==> src/rtl/pipe_skid_stage.sv <==
// pipe_skid_stage: generic valid/ready pipeline stage register.
// Flush drops every held and incoming entry and presents NOP_VALUE as a bubble.
// A saturating counter records the cycles in which the output is stalled.
// Optional feature macro PIPE_SKID_STAGE_SKID_EN adds a second (skid) entry.
// With the skid entry, in_ready becomes a register output and has no
// combinational path from out_ready. The default build has one entry.
module pipe_skid_stage #(
  parameter int                    DATA_WIDTH = 64,
  parameter logic [DATA_WIDTH-1:0] NOP_VALUE  = {DATA_WIDTH{1'b0}},
  parameter int                    CNT_WIDTH  = 16
) (
  input  logic                  clk,
  input  logic                  reset,
  input  logic                  flush,
  input  logic                  in_valid,
  output logic                  in_ready,
  input  logic [DATA_WIDTH-1:0] in_data,
  output logic                  out_valid,
  input  logic                  out_ready,
  output logic [DATA_WIDTH-1:0] out_data,
  output logic [CNT_WIDTH-1:0]  stall_cnt
);

  localparam logic [CNT_WIDTH-1:0] CNT_MAX = '1;

  logic                  main_valid_q, main_valid_d;
  logic [DATA_WIDTH-1:0] main_data_q,  main_data_d;
  logic [CNT_WIDTH-1:0]  stall_cnt_q,  stall_cnt_d;
  logic                  accept;

  assign accept    = in_valid && in_ready;
  assign out_valid = main_valid_q;
  // Gate the held payload so downstream never sees stale data in a bubble.
  assign out_data  = main_valid_q ? main_data_q : NOP_VALUE;
  assign stall_cnt = stall_cnt_q;

`ifdef PIPE_SKID_STAGE_SKID_EN
  logic                  skid_valid_q, skid_valid_d;
  logic [DATA_WIDTH-1:0] skid_data_q,  skid_data_d;

  // in_ready depends only on skid occupancy, so it has no path from out_ready.
  assign in_ready = !skid_valid_q;

  // Next state for the main and skid entries. The skid entry only fills when
  // the main entry is blocked, and it drains into the main entry first.
  always_comb begin
    main_valid_d = main_valid_q;
    main_data_d  = main_data_q;
    skid_valid_d = skid_valid_q;
    skid_data_d  = skid_data_q;
    if (flush) begin
      main_valid_d = 1'b0;
      main_data_d  = NOP_VALUE;
      skid_valid_d = 1'b0;
      skid_data_d  = NOP_VALUE;
    end else if (skid_valid_q) begin
      // Full: in_ready is 0, so nothing new can arrive this cycle.
      if (out_ready) begin
        main_data_d  = skid_data_q;
        skid_valid_d = 1'b0;
      end
    end else if (main_valid_q && !out_ready) begin
      if (accept) begin
        skid_valid_d = 1'b1;
        skid_data_d  = in_data;
      end
    end else begin
      // The main entry is empty or emitting, so a new payload replaces it.
      if (accept) begin
        main_valid_d = 1'b1;
        main_data_d  = in_data;
      end else begin
        main_valid_d = 1'b0;
      end
    end
  end

  // Skid entry registers
  always_ff @(posedge clk or posedge reset) begin
    if (reset) begin
      skid_valid_q <= 1'b0;
      skid_data_q  <= NOP_VALUE;
    end else begin
      skid_valid_q <= skid_valid_d;
      skid_data_q  <= skid_data_d;
    end
  end
`else
  // Single entry: the stage can take a payload when empty or draining.
  assign in_ready = !main_valid_q || out_ready;

  // Next state for the single entry. An accept during an emit replaces the entry.
  always_comb begin
    main_valid_d = main_valid_q;
    main_data_d  = main_data_q;
    if (flush) begin
      main_valid_d = 1'b0;
      main_data_d  = NOP_VALUE;
    end else if (accept) begin
      main_valid_d = 1'b1;
      main_data_d  = in_data;
    end else if (out_ready) begin
      main_valid_d = 1'b0;
    end
  end
`endif

  // Saturating stall counter. Flush does not touch it; only reset clears it.
  always_comb begin
    stall_cnt_d = stall_cnt_q;
    if (main_valid_q && !out_ready && stall_cnt_q != CNT_MAX)
      stall_cnt_d = stall_cnt_q + 1'b1;
  end

  // Main entry and counter registers
  always_ff @(posedge clk or posedge reset) begin
    if (reset) begin
      main_valid_q <= 1'b0;
      main_data_q  <= NOP_VALUE;
      stall_cnt_q  <= '0;
    end else begin
      main_valid_q <= main_valid_d;
      main_data_q  <= main_data_d;
      stall_cnt_q  <= stall_cnt_d;
    end
  end

endmodule

==> config.mk <==
export PLATFORM = sky130hd
export DESIGN_NAME = pipe_skid_stage
export DESIGN_NICKNAME = d
export VERILOG_FILES = /design/src/rtl/pipe_skid_stage.sv
export SDC_FILE = /design/constraint.sdc
export NUM_CORES = 1
export LEC_CHECK = 0
export ABC_CLOCK_PERIOD_IN_PS = 2500
export CORE_MARGIN = 10
export CORE_UTILIZATION = 38
export CTS_CLUSTER_SIZE = 8
export DETAILED_ROUTE_END_ITERATION = 16
export MAX_ROUTING_LAYER = met4
export PLACE_DENSITY = 0.82
export SETUP_SLACK_MARGIN = 0.15
export SYNTH_ARGS = -nofsm -noshare
export SYNTH_HDL_FRONTEND = slang
export SYNTH_SLANG_ARGS = --single-unit
==> constraint.sdc <==
create_clock -name clk -period 2.5 [get_ports clk]
set_input_delay 0.5 -clock clk [delete_from_list [all_inputs] [get_ports clk]]
set_output_delay 0.5 -clock clk [all_outputs]
set_load 0.005 [all_outputs]
==> Flow_metrics.wiki <==
{| class="wikitable"
! Metric !! Value
|-
| Worst Reg2Reg Path Length in Cells || 5
|-
| Crit-path most repeated cell || clkdlybuf4s50_1
|-
| Die ar. || 0.01342 sq mm
|-
| Setup Buffers After CTS || 0
|-
| Power density of the placed cells || 569.8 mW/mm^2
|-
| Slowest cell on the critical path || clkdlybuf4s50_1
|-
| Sequential area share after synthesis || 58.04%
|-
| Die Span X || 115.9 um
|-
| Setup WS post-layout || 0.2399 ns
|-
| Number of stages on the worst hold path || 1
|-
| Normalized max-slew margin || 62.07%
|-
| Worst supply voltage drop on vdd || 396.9 uV
|-
| # H-tree levels || 3
|-
| Vias in the first global route || 3013
|-
| Largest incremental delay on the critical path || 0.50 ns
|-
| Net Count, Synth || 360
|-
| Std-Cell Rows || 34
|-
| Crit-path max FO || 5
|-
| Final-report setup violation count || 0
|-
| Post-CTS sizing || 1
|-
| Worst-path clk slew || 0.08 ns
|-
| Number of distinct library cell variants in the gate-level netlist after synthesis || 30
|-
| Setup repair after global routing missed its margin || false
|-
| Max-cap check violation count || 0
|-
| Post-Route WL || 10.02 mm
|-
| Met3 wire length || 598 um
|-
| CP top delay family || buffers and inverters
|-
| Clock Sinks || 81
|-
| Highest clock rate || 0.4425 GHz
|-
| Total gr overflow || 0
|-
| All-layer global routing usage || 15.35%
|-
| Cells after Synth || 290
|-
| Detailed placer's ending HPWL || 7.518 mm
|-
| Area Overhead vs Synth || 56.29%
|-
| Initial antenna violation count || 0
|-
| Die extent in y || 115.9 um
|-
| Clock latency on the worst-skew pair || 0.34 ns
|-
| Buf/Inv on CP || 3
|-
| DR vias/cell || 5.090
|-
| Port buffer count || 150
|-
| Total count of hold-check failures in the final report || 0
|-
| Number of nets at the end of the flow || 513
|-
| Final Max Tran Viols || 0
|-
| Routed wirelength normalized by instance count || 18.02 um
|-
| Power after layout || 3.110 mW
|-
| Data required time of the worst path || 2.00 ns
|-
| Pin slew with the least headroom to its limit || 0.5677 ns
|-
| Clock buffers created by TritonCTS || 9
|-
| Worst hold slack after final layout || 0.4969 ns
|-
| Maximum number of pins on one net before global-route repair || 33
|-
| Root buffer cell || clkbuf_8
|-
| Wire length on met2 || 4.691 mm
|-
| Antenna Nets Post-Route || 0
|-
| CTS Buffer Depth || 2
|-
| Endpoint with the worst hold slack || stall_cnt[15]
|-
| Setup TNS || 0 ns
|-
| Number of hold buffers added after CTS || 0
|-
| Warnings, synthesis || 0
|-
| Pre-Repair DR Iteration Count || 4
|-
| Worst setup slack before clock tree synthesis || 0.2199 ns
|-
| Static power due to leakage || 2.453 nW
|-
| Met1 layer wirelength in the final routing || 4.632 mm
|-
| Average cell area after synthesis || 12.04 sq um
|-
| Final weighted congestion of routability-driven global placement || 0.8726
|-
| Cell-by-cell listing of the critical path || clkdlybuf4s50_1, and2b_2, inv_2, clkdlybuf4s50_1
|-
| Status || completed
|-
| Count of antenna diodes in the layout || 0
|-
| Wire length of the first global-routing pass || 15.93 mm
|-
| Highest metal used || met4
|-
| Launch point of the worst hold path || stall_cnt[15]
|-
| Total I/O pin count || 151
|-
| Initial detailed-routing violation count || 155
|-
| Worst reg2reg startpoint || stall_cnt[0]
|-
| Synthesized cell area || 0.003492 sq mm
|-
| Critical path endpoint category || output port
|-
| Class of the tightest hold or removal check || reg2reg
|-
| Initial core utilization || 39.47%
|-
| Vias post-DR || 2830
|-
| Final worst path period need || 2.260 ns
|-
| RR Endpoint || stall_cnt[1]
|-
| Final Skew || 0.01160 ns
|-
| Core ar. || 0.008848 sq mm
|-
| CTS tree || built
|-
| Register-to-register setup slack || 0.62 ns
|-
| Startpoint kind of the worst setup timing path || primary input
|-
| Proportion of layout cells with a drive suffix above 1 || 8.259%
|-
| Number of remaining DRC errors || 0
|-
| Data arrival time of the critical path || 1.76 ns
|-
| Critical path type || in2out
|-
| Period Utilization, post-route || 90.40%
|-
| Synthesized flop and latch total || 81
|}
-- metrics by stage --
step           area [sq um]  util [%]  std cells
2_1_floorplan          3496         -        290
3_3_place_gp           5229     59.09        540
3_5_place_dp           5229     59.09        540
4_1_cts                5458     61.68        556
5_1_grt                5458     61.68        556
6_report               5458     61.68        556
-- worst max path at each step --
stage	to	depth (start not counted)	slack [ns]	startpoint
after global placement	in_ready	4	0.25	out_ready
final	in_ready	4	0.24	out_ready
after detailed placement	stall_cnt[10]	7	0.22	out_ready
after global routing	out_data[62]	3	0.19	out_valid
after floorplan	stall_cnt[1]	5	0.86	stall_cnt[0]
after CTS	out_data[40]	3	0.23	out_valid
-- where the power goes --
group	total (mW)	switching, mW	internal, mW
clock	1.06	0.469	0.593
combinational	0.536	0.197	0.339
sequential	1.51	0.0995	1.41
total	3.11	0.766	2.34
-- worst register-to-register path, cell delays in order (launching register included) --
cell and delay, ns:
dfrtp_1 0.45, ha_1 0.24, nand3_1 0.17, nor4_4 0.47
nor2_2 0.13, mux2_4 0.32
-- cell usage after synthesis (all sizes together) --
| library cell | number | share of area, % |
|---|---|---|
| a21boi | 1 | 0.22 |
| a21oi | 2 | 0.39 |
| a22o | 64 | 16 |
| a31oi | 3 | 0.54 |
| and2 | 65 | 12 |
| and2b | 1 | 0.25 |
| and3 | 1 | 0.18 |
| and4 | 2 | 0.50 |
| buf | 12 | 1.7 |
| clkbuf | 7 | 0.75 |
| dfrtp | 81 | 58 |
| ha | 1 | 0.36 |
| inv | 2 | 0.21 |
| mux2 | 1 | 0.43 |
| nand2 | 5 | 0.54 |
| nand3 | 6 | 0.86 |
| nand4 | 5 | 1.1 |
| nor2 | 8 | 1.0 |
| nor3 | 5 | 0.72 |
| nor4 | 2 | 0.79 |
| nor4b | 1 | 0.25 |
| o21ai | 2 | 0.29 |
| or3 | 1 | 0.18 |
| xnor2 | 1 | 0.25 |
| xor2 | 11 | 2.8 |
-- flip-flops by register name, indices dropped and copies added (netlist names) --
register     flops
main_data_q     64
stall_cnt       16
out_valid        1
-- cell families after synthesis --
group / Yosys count / synth area share [%]
AND/OR/NAND/NOR: 102 / 17.99
flip-flops: 81 / 58.04
AO/OA/AOI/OAI: 72 / 17.48
buffers and inverters: 21 / 2.687
XOR/XNOR: 12 / 3.010
multiplexers: 1 / 0.4298
adder cells (fa/ha/maj): 1 / 0.3582
-- layer usage --
metal / vias up / GRT usage, %
met2: 106 / 23.70
li1: 1345 / -
met3: 10 / 3.669
met5: - / -
met1: 1369 / 19.40
met4: 0 / 5.171
-- area by class of cell --
| type | count | area (sq um) |
|---|---|---|
| tap | 108 | 135.1 |
| timing repair buffer | 161 | 1672 |
| multi-input combinational | 188 | 1384 |
| fill | 742 | 3391 |
| clock inverter | 6 | 90.09 |
| clock buffer | 10 | 137.6 |
| sequential | 81 | 2028 |
| inverter | 2 | 11.26 |
-- placed cells by master, fill, tap and decap left out, types with 2 or more instances in the layout --
cell	instances
clkdlybuf4s50_1	150
dfrtp_1	80
and2_1	65
a22o_1	64
xor2_1	11
clkbuf_8	10
buf_12	7
nand3_1	6
nor2_1	6
nand2_1	5
nor3_1	5
nand4_1	4
buf_4	4
a31oi_1	3
clkinvlp_4	2
and4_1	2
o21ai_0	2
bufinv_16	2
(Power assumes the default switching activity.)
